## config.mk

```make
export PLATFORM = sky130hd
export DESIGN_NAME = usb_rcv_ctrl
export DESIGN_NICKNAME = d
export VERILOG_FILES = /design/src/rtl/usb_rcv_ctrl.sv
export SDC_FILE = /design/constraint.sdc
export NUM_CORES = 1
export LEC_CHECK = 0
export CAP_MARGIN = 0
export CORE_ASPECT_RATIO = 1.5
export CORE_MARGIN = 4
export CORE_UTILIZATION = 30
export DETAILED_ROUTE_END_ITERATION = 6
export HOLD_SLACK_MARGIN = 0.12
export PLACE_DENSITY = 0.62
export SLEW_MARGIN = 20
export SYNTH_ARGS = -nofsm -noshare
export SYNTH_HDL_FRONTEND = slang
export SYNTH_SLANG_ARGS = --single-unit
```

## constraint.sdc

```tcl
create_clock -name clk -period 2 [get_ports clk]
set_clock_uncertainty 0.1 [all_clocks]
set_input_delay 0.4 -clock clk [delete_from_list [all_inputs] [get_ports clk]]
set_output_delay 0.4 -clock clk [all_outputs]
set_load 0.02 [all_outputs]
```

## src/rtl/usb_rcv_ctrl.sv

```systemverilog
// ----------------------------------------------------------------------------
// usb_rcv_ctrl
//
// Receive-side packet controller for a USB full-speed style decoder. It
// watches the decoder's bit/byte strobes, validates the sync byte, steers
// each data byte into a FIFO with a single write strobe, counts stored
// bytes, and flags malformed packets (bad sync, partial final byte,
// overflow) with a sticky error that clears on the next packet start.
//
// Parameters
//   SYNC_BYTE      expected value of rcv_data for the first byte of a packet
//   MAX_BYTES      maximum data bytes stored per packet (sync excluded)
//
// Ports
//   clk            rising-edge clock
//   rst            synchronous, active-high reset
//   d_edge         1-cycle pulse: first line transition of a new packet
//   shift_enable   1-cycle pulse per bit-sample instant
//   eop            level: SE0 present on the line
//   byte_received  1-cycle pulse: rcv_data holds a complete byte
//   rcv_data[7:0]  received byte, valid with byte_received
//   rcving         packet reception in progress
//   w_enable       1-cycle FIFO write strobe for a data byte
//   r_error        sticky receive-error flag
//   byte_count[6:0] data bytes written in the current packet
// ----------------------------------------------------------------------------
module usb_rcv_ctrl #(
    parameter logic [7:0]  SYNC_BYTE = 8'h80,
    parameter int unsigned MAX_BYTES = 64
) (
    input  logic       clk,
    input  logic       rst,
    input  logic       d_edge,
    input  logic       shift_enable,
    input  logic       eop,
    input  logic       byte_received,
    input  logic [7:0] rcv_data,
    output logic       rcving,
    output logic       w_enable,
    output logic       r_error,
    output logic [6:0] byte_count
);

    localparam logic [6:0] MAX_CNT = 7'(MAX_BYTES);

    typedef enum logic [2:0] {
        IDLE,
        SYNC_WAIT,
        SYNC_CHK,
        DATA_WAIT,
        STORE,
        EOP_END,
        ERR_WAIT,
        EIDLE
    } state_t;

    state_t     state;
    state_t     state_nxt;
    logic [2:0] bit_cnt;
    logic [2:0] bit_cnt_nxt;
    logic [6:0] byte_count_nxt;
    logic       eop_seen;       // an EOP bit has been sampled in this packet
    logic       eop_seen_nxt;
    logic [7:0] sync_q;         // first byte of the packet, checked in SYNC_CHK
    logic       eop_bit;
    logic       at_max;

    assign eop_bit = eop & shift_enable;
    assign at_max  = (byte_count == MAX_CNT);

    // ------------------------------------------------------------------
    // Next-state and counter update
    // ------------------------------------------------------------------
    always_comb begin
        // NOTE: every signal assigned here gets a default first so no path
        // leaves it unassigned; otherwise a latch is inferred.
        state_nxt      = state;
        bit_cnt_nxt    = bit_cnt;
        byte_count_nxt = byte_count;
        eop_seen_nxt   = eop_seen | eop_bit;

        case (state)
            IDLE, EIDLE: begin
                bit_cnt_nxt = 3'd0;
                if (d_edge) begin
                    state_nxt      = SYNC_WAIT;
                    byte_count_nxt = 7'd0;
                    eop_seen_nxt   = 1'b0;
                end
            end

            SYNC_WAIT: begin
                bit_cnt_nxt = 3'd0;
                if (byte_received)
                    state_nxt = SYNC_CHK;
                else if (eop_bit)
                    state_nxt = ERR_WAIT;
            end

            SYNC_CHK: begin
                bit_cnt_nxt = 3'd0;
                state_nxt   = (sync_q == SYNC_BYTE) ? DATA_WAIT : ERR_WAIT;
            end

            DATA_WAIT: begin
                // A completed byte outranks a coincident EOP bit; the EOP is
                // picked up again once STORE returns here.
                if (byte_received) begin
                    bit_cnt_nxt = 3'd0;
                    state_nxt   = STORE;
                end else begin
                    if (shift_enable)
                        bit_cnt_nxt = bit_cnt + 3'd1;
                    // EOP on a byte boundary is a clean end; anywhere else
                    // a byte was cut short.
                    if (eop_bit)
                        state_nxt = (bit_cnt == 3'd0) ? EOP_END : ERR_WAIT;
                end
            end

            STORE: begin
                if (at_max) begin
                    state_nxt = ERR_WAIT;
                end else begin
                    byte_count_nxt = byte_count + 7'd1;
                    state_nxt      = DATA_WAIT;
                end
            end

            EOP_END: begin
                bit_cnt_nxt = 3'd0;
                if (!eop)
                    state_nxt = IDLE;
            end

            ERR_WAIT: begin
                // Hold off until the packet has actually ended on the line.
                bit_cnt_nxt = 3'd0;
                if (eop_seen && !eop)
                    state_nxt = EIDLE;
            end

            default: begin
                state_nxt = IDLE;
            end
        endcase
    end

    // ------------------------------------------------------------------
    // State and counter registers
    // ------------------------------------------------------------------
    always_ff @(posedge clk) begin
        // NOTE: non-blocking assignments so every register samples the
        // pre-edge values, independent of statement order.
        if (rst) begin
            state      <= IDLE;
            bit_cnt    <= 3'd0;
            byte_count <= 7'd0;
            eop_seen   <= 1'b0;
        end else begin
            state      <= state_nxt;
            bit_cnt    <= bit_cnt_nxt;
            byte_count <= byte_count_nxt;
            eop_seen   <= eop_seen_nxt;
        end
    end

    // NOTE: pure data register with no reset; it is always loaded before
    // SYNC_CHK reads it, so a reset would only add fan-out.
    always_ff @(posedge clk) begin
        if (state == SYNC_WAIT && byte_received)
            sync_q <= rcv_data;
    end

    // ------------------------------------------------------------------
    // Moore outputs
    // ------------------------------------------------------------------
    assign rcving   = (state != IDLE) && (state != EIDLE);
    assign r_error  = (state == ERR_WAIT) || (state == EIDLE);
    assign w_enable = (state == STORE) && !at_max;

endmodule

```

# After elaboration in Yosys (flattened, before gate mapping)
# Index checks and enable logic that the tools add are counted.
dict set report classes {
  n_addsub 2
  eq_ne 17
  n_mux 19
  bitwise_logic 2
  reduce_logical 17
}
# operator count
set op_table {}
lappend op_table {{2-to-1 mux 3 bit} 11}
lappend op_table {{one-hot mux 3 bit (7 select lines)} 1}
lappend op_table {{2-to-1 mux 7 bit} 2}
lappend op_table {{one-hot mux 7 bit (2 select lines)} 1}
lappend op_table {{== test 3 bit (second input constant)} 4}
lappend op_table {{!= test 3 bit (second input constant)} 4}
lappend op_table {{== test 8 bit (second input constant)} 1}
lappend op_table {{!= test 2 bit (second input constant)} 4}
lappend op_table {{adder 7 x 1 -> 7 bit (second input constant)} 1}
lappend op_table {{== test 7 bit (second input constant)} 1}
lappend op_table {{== test 3 x 2 -> 1 bit (second input constant)} 2}
lappend op_table {{zero test 3 bit} 2}
lappend op_table {{one-hot mux 3 bit (2 select lines)} 1}
lappend op_table {{OR reduction 6 bit} 1}
lappend op_table {{AND reduction 5 bit} 1}
lappend op_table {{logical AND 1 bit} 4}
lappend op_table {{nonzero test 2 bit} 2}
lappend op_table {{adder 3 x 1 -> 3 bit (second input constant)} 1}
lappend op_table {{== test 3 x 1 -> 1 bit (second input constant)} 1}
lappend op_table {{AND reduction 3 bit} 1}
lappend op_table {{nonzero test 3 bit} 1}
lappend op_table {{zero test 1 bit} 2}
lappend op_table {{2-to-1 mux 1 bit} 2}
lappend op_table {{2-to-1 mux 2 bit} 1}
lappend op_table {{5 further kinds} 5}
dict set report totals {
  register_bits 22
  inputBits 14
  output_inout_bits 10
}

# Longest topological paths before layout
# Gate-level depths: netlist (run 1).
dict set report depth {
  word_depth 5
  depth_mapped 7
}

# Least setup slack after synthesis (run 1)
# OpenSTA, ideal clock, no wires.
dict set report synth_path {
  path_type {reg2out}
  startpoint {register byte_count[2]}
  endpoint {output port w_enable}
  arrival_ps 1308
  required_ps 1500
  slack_ps 192
  stages_incl_launch_ff 4
  n_path_buf 0
  path_cell_list {dfxtp_1 or4_1 o21bai_4 inv_1}
}
dict set report synth_between {
  elab_chain_cells 3
}
# element line_no
set synth_lines {}
lappend synth_lines {{start: declaration} 41} ;# output logic [6:0] byte_count
lappend synth_lines {{start signal: assignment} 163} ;# byte_count <= byte_count_nxt;
lappend synth_lines {{== test 7 bit} 69} ;# assign at_max = (byte_count == MAX_CNT);
lappend synth_lines {{zero test 1 bit} 180} ;# assign w_enable = (state == STORE) && !at_max;
lappend synth_lines {{logical AND 1 bit} 180}
lappend synth_lines {{end: declaration} 39} ;# output logic w_enable,
# Every way passes these cells.

# Final worst setup path (run 1)
# Same ends and word-level chain as after synthesis.

==> results.py, run 1 <==
metrics = {
    "clock_tree": {
        "path_clk_slew_ns": 0.08,
        "htreeDepth": 1,
        "holdBufCountCts": 0,
        "cts_sinks": 22,
        "clk_path_buf_depth": 2,
        "insertion_delay_ns": 0.26,
        "cts_resized": 7,
        "cts_tree": "done",
        "postCtsSetupBuffers": 0,
        "cts_inserted_buffers": 3,
        "cts_root_buf": "clkbuf_8",
    },
    "power_and_ir_drop": {
        "peakVddDrop_mv": 0.7558,
        "p_per_area_nw_per_um2": 1006,
        "p_leak_nw": 0.5782,
    },
    "timing": {
        "finalSetupViolations": 0,
        "relSlewSlack_pct": 70.96,
        "setup-tns-final_ns": 0,
        "worst_slew_pin_slew_ns": 0.4300,
        "hold_ws_ns": 0.3691,
        "fmax_mhz": 512.9,
        "rsz0062_at_grt": "yes",
        "post-route-min-period_ns": 1.950,
        "drv_slew": 0,
        "min_period_over_period_pct": 97.49,
        "final-hold-violation-count": 0,
    },
    "critical_path": {
        "worst-setup-path-type": "reg -> out",
        "cp.arrival_ns": 1.45,
        "critPathTopFamily": "simple AND/OR/NAND/NOR gates",
        "critPathLaunch": "byte_count[2]",
        "crit_path_start_kind": "flip-flop",
        "reg2reg_from": "sync_q[5]",
        "worstPathRequired_ns": 1.50,
        "critical_path_buf_inv_count": 2,
        "cp_slowest_cell": "or4_4",
        "cp_max_fo": 2,
        "cpPeakStageDelay_ns": 0.55,
        "rrSetupSlack_ns": 0.18,
        "crit_path_cell_trace": "or4_4 > o21bai_4 > inv_1 > buf_2",
        "cp-end-kind": "output port",
    },
    "floorplanning": {
        "die_area_um2": 4832,
        "die_h_um": 83.16,
        "core_area_um2": 3649,
        "ios": 24,
        "std_cell_rows": 27,
        "initial_utilization_pct": 30.97,
        "die_x_um": 58.11,
    },
    "synth": {
        "synth_edf_count": 8,
        "avgSynthCellArea_um2": 9.415,
        "synth-main-ff-cell": "dfxtp_1",
        "syn-num-nets": 138,
        "syn_inst": 120,
        "synth.distinct_cells": 37,
        "async_flop_share_pct": 0,
        "yosysWarningCount": 0,
        "netlist_area_um2": 1130,
        "yosysSeqAreaShare_pct": 46.07,
        "ys_ff_latch": 22,
    },
    "layout": {
        "nets": 178,
        "synthToLayoutAreaGrowth_pct": 37.65,
        "antenna_cells": 0,
        "multi_input_area_um2": 566.8,
        "nFillCells": 375,
        "drive_above_1_share_pct": 18.24,
        "final-seq-area_um2": 520.5,
    },
    "run_status": {
        "status": "finished, final reports clean",
    },
    "drt": {
        "avgRoutedWirePerCell_um": 12.50,
        "ant_nets": 0,
        "via_per_inst": 4.847,
        "drcViolationCount": 0,
        "via_count": 979,
        "drt_first_pass_iters": 3,
        "drtIter0Drc": 14,
        "drt_wl_total_mm": 2.524,
    },
    "min_path": {
        "hp-class": "reg -> reg",
        "worstHoldStart": "eop_seen",
    },
    "place": {
        "hpwl_mm": 2.008,
        "gp_congestion": 0.7658,
        "portBuffers": 23,
    },
    "grt": {
        "grt_pass1_vias": 1051,
        "grt_use_total_pct": 11.80,
        "antenna_found_initial": 0,
        "grt_pass1_wl_mm": 4.464,
        "grt_max_degree": 14,
        "grt_overflow": 0,
    },
    "job": {
        "cap_violations": 0,
    },
}
-- power by group --
part	switching (W)	total [W]	internal (W)
logic	0.000410	0.000728	0.000318
registers	0.0000248	0.000564	0.000540
clock network	0.000135	0.000272	0.000137
total	0.000570	0.00156	0.000994
-- cells in the mapped netlist, drive strengths merged (2+ instances only) --
library cell	n	area [um^2]
a211oi	7	62.56
a21oi	9	45.04
buf	3	21.27
dfxtp	14	280.3
edfxtp	8	240.2
ha	4	50.05
inv	8	30.03
nand2	11	41.29
nand2b	2	12.51
nand3	4	20.02
nor2	15	56.30
nor2b	2	12.51
o21ai	6	30.03
or4	2	15.01
xnor2	6	52.55
-- worst paths after layout --
check        endpoint  cells after the start
min          eop_seen                      2
max reg2reg  state[2]                      4
max          w_enable                      4
min reg2reg  eop_seen                      2
-- final cells by class --
type / count / area share, %
multi-input cells: 86 / 36.44
flip-flops and latches: 22 / 33.47
repair buffers: 39 / 21.80
well taps: 43 / 3.459
clock buffers: 3 / 2.655
inverters: 8 / 1.931
clock inverters: 1 / 0.2414
-- kinds of logic (layout without fill, tap and decap cells) --
| group | after synthesis | after routing | share of synthesized area [%] |
|---|---|---|---|
| adder cells (fa/ha/maj) | 4 | 4 | 4.430 |
| AND/OR/NAND/NOR | 44 | 44 | 19.38 |
| flip-flops | 22 | 22 | 46.07 |
| buffers and inverters | 12 | 51 | 4.872 |
| XOR/XNOR | 6 | 6 | 4.651 |
| AO/OA/AOI/OAI | 32 | 32 | 20.60 |
-- sequential cells by signal, indices dropped and copies added, names as in the netlist --
| name | count |
|---|---|
| eop_seen | 1 |
| state | 3 |
| sync_q | 8 |
| bit_cnt | 3 |
| byte_count | 7 |
-- per-stage QoR --
stage	instances	total power [W]	worst slack, ns	instance area [um^2]	utilization (%)
3_3_place_gp	198	0.001293	-0.09159	1509	41.36
4_1_cts	202	0.001569	0.02026	1550	42.49
3_5_place_dp	198	0.001307	-0.09768	1509	41.36
6_report	202	0.001564	0.05014	1555	42.63
5_1_grt	202	0.001677	-0.008859	1555	42.63
2_1_floorplan	120	0.001039	0.1923	1130	-
-- worst register-to-register path: stages (launching register included) --
cell      delay (ns)
edfxtp_1        0.35
or4b_2          0.67
o21ai_1         0.20
o221ai_1        0.15
a41o_1          0.25
-- cell usage in the layout (no fill, tap or decap), types with 5 or more instances in the layout --
cell / count
a211oi_1: 5
nand2_1: 11
xnor2_1: 6
clkdlybuf4s50_1: 20
dfxtp_1: 14
inv_1: 8
buf_4: 16
a21oi_1: 9
nor2_1: 15
edfxtp_1: 8
-- per-layer routing --
metal,wire [um],part of all wire [%],track usage [%]
met1,999,40,12.91
met2,1395,55,20.58
met3,79,3.1,2.177
met4,51,2.0,6.540
met5,0,0,0
Power figures use the tool's default switching activity.
==> run 2: changes to the inputs <==
--- a/config.mk
+++ b/config.mk
@@ -6,13 +6,12 @@
 export NUM_CORES = 1
 export LEC_CHECK = 0
 export CAP_MARGIN = 0
-export CORE_ASPECT_RATIO = 1.5
 export CORE_MARGIN = 4
 export CORE_UTILIZATION = 30
 export DETAILED_ROUTE_END_ITERATION = 6
 export HOLD_SLACK_MARGIN = 0.12
 export PLACE_DENSITY = 0.62
-export SLEW_MARGIN = 20
+export SLEW_MARGIN = 0
 export SYNTH_ARGS = -nofsm -noshare
 export SYNTH_HDL_FRONTEND = slang
 export SYNTH_SLANG_ARGS = --single-unit
==> results.py, run 2 (synthesis results as in run 1) <==
metrics = {
    "timing": {
        "finalSetupViolations": 0,
        "drv_slew": 0,
        "min_period_over_period_pct": 98.81,
        "rsz0062_at_grt": "yes",
        "worst_slew_pin_slew_ns": 0.4345,
        "relSlewSlack_pct": 70.66,
        "layout_setup_ws_ns": 0.02373,
        "fmax_mhz": 506.0,
        "post-route-min-period_ns": 1.976,
        "setup-tns-final_ns": 0,
        "hold_ws_ns": 0.3619,
        "final-hold-violation-count": 0,
    },
    "floorplanning": {
        "ios": 24,
        "die_area_um2": 4812,
        "die_x_um": 69.37,
        "initial_utilization_pct": 30.86,
        "core_area_um2": 3661,
        "die_h_um": 69.37,
        "std_cell_rows": 22,
    },
    "place": {
        "dp_cells": 202,
        "portBuffers": 23,
        "gp_congestion": 0.7795,
        "hpwl_mm": 1.938,
        "pre_cts_slack_ns": -0.1225,
    },
    "layout": {
        "mostFrequentLayoutCells": "20 x clkdlybuf4s50_1, 16 x buf_4, 15 x nor2_1, 13 x dfxtp_1, 11 x nand2_1",
        "drive_above_1_share_pct": 20.13,
        "largest_register_ff_count": 8,
        "finalCoreUtilization_pct": 43.57,
        "nets": 178,
        "layout_commonest_cell": "clkdlybuf4s50_1",
        "top_register": "sync_q",
        "antenna_cells": 0,
        "fin_cells": 207,
        "top_regs": "sync_q x8, byte_count x7",
        "nFillCells": 372,
        "synthToLayoutAreaGrowth_pct": 41.20,
    },
    "clock_tree": {
        "insertion_delay_ns": 0.26,
        "path_clk_slew_ns": 0.08,
        "cts_inserted_buffers": 3,
        "holdBufCountCts": 0,
        "cts_sinks": 22,
        "cts_tree": "done",
        "cts_root_buf": "clkbuf_8",
        "htreeDepth": 1,
        "clk_path_buf_depth": 2,
    },
    "power_and_ir_drop": {
        "p_per_area_nw_per_um2": 1065,
        "p_leak_nw": 0.5892,
        "peakVddDrop_mv": 0.4984,
    },
    "drt": {
        "via_per_inst": 4.734,
        "drcViolationCount": 0,
        "drt_wl_total_mm": 2.482,
        "drt_first_pass_iters": 4,
        "drtIter0Drc": 14,
        "avgRoutedWirePerCell_um": 11.99,
        "ant_nets": 0,
        "via_count": 980,
    },
    "critical_path": {
        "crit_path_start_kind": "flip-flop",
        "cp_slowest_cell": "or4_4",
        "cp.arrival_ns": 1.48,
        "worstPathRequired_ns": 1.50,
        "crit_path_cell_trace": "or4_4 > o21bai_4 > inv_2 > buf_6",
        "cp_max_fo": 2,
        "reg2regPathDepth": 7,
        "worst-setup-path-type": "reg -> out",
        "cpPeakStageDelay_ns": 0.55,
        "cp-end-kind": "output port",
    },
    "grt": {
        "grt_use_total_pct": 10.76,
        "grt_overflow": 0,
        "grt_pass1_wl_mm": 4.236,
        "grt_max_degree": 14,
        "grt_pass1_vias": 997,
        "antenna_found_initial": 0,
    },
    "job": {
        "cap_violations": 0,
    },
    "min_path": {
        "holdPathStages": 2,
        "hp-class": "reg -> reg",
    },
    "run_status": {
        "status": "finished, final reports clean",
    },
}
-- run 2: changes by cell type in the layout (fill, tap and decap cells not counted) --
cell and change:
buf_2 -1, buf_6 +1, bufinv_16 +1, clkinv_1 -1
dfxtp_1 -1, dfxtp_2 +1, inv_1 -1, inv_2 +1
-- run 2: final cells by class --
cell class / instances / area [um^2] / area share, %
sequential: 22 / 521.8 / 32.71
clock buffer: 3 / 41.29 / 2.588
clock inverter: 1 / 30.03 / 1.882
timing repair buffer: 39 / 345.3 / 21.65
inverter: 8 / 30.03 / 1.882
tap: 48 / 60.06 / 3.765
multi-input combinational: 86 / 566.8 / 35.53
-- run 2: timing repair --
item,in CTS,in global routing
endpoints found under the setup margin,3,11
resized for setup,8,8
cloned,0,0
pin swaps,0,2
setup buffers,0,1
-- run 2: final timing paths --
check	from	end	slack (ns)
worst min register to register	eop_seen	eop_seen	0.36
worst max register to register	state[0]	byte_count[5]	0.16
worst min-delay path	eop_seen	eop_seen	0.36
worst max-delay path	byte_count[5]	w_enable	0.02
-- run 2: metrics by stage --
stage	total power (W)	area (um^2)
final	0.001699	1595
after global routing	0.001811	1595
after CTS	0.001696	1580
after detailed placement	0.001290	1508
after global placement	0.001281	1508
after floorplan	0.001039	1130
-- run 2: layer usage --
layer	routed length (um)	part of all wire, %	vias up	global-route usage, %
met4	46	1.9	0	5.206
met1	1124	45	455	12.36
met5	0	0	-	0
met3	85	3.4	5	2.464
li1	-	-	502	-
met2	1225	49	18	18.64
-- run 2: critical path, delay by kind of cell (launching register included) --
kind | cells | cell delay, ns
buffers and inverters | 2 | 0.17
and+or+nand+nor | 1 | 0.55
AOI/OAI and AO/OA | 1 | 0.17
DFF | 1 | 0.33
-- run 2: power by group --
group,switching [W],internal [W],total (W)
logic,0.000407,0.000314,0.000721
registers,0.0000242,0.000539,0.000564
clock network,0.000147,0.000267,0.000415
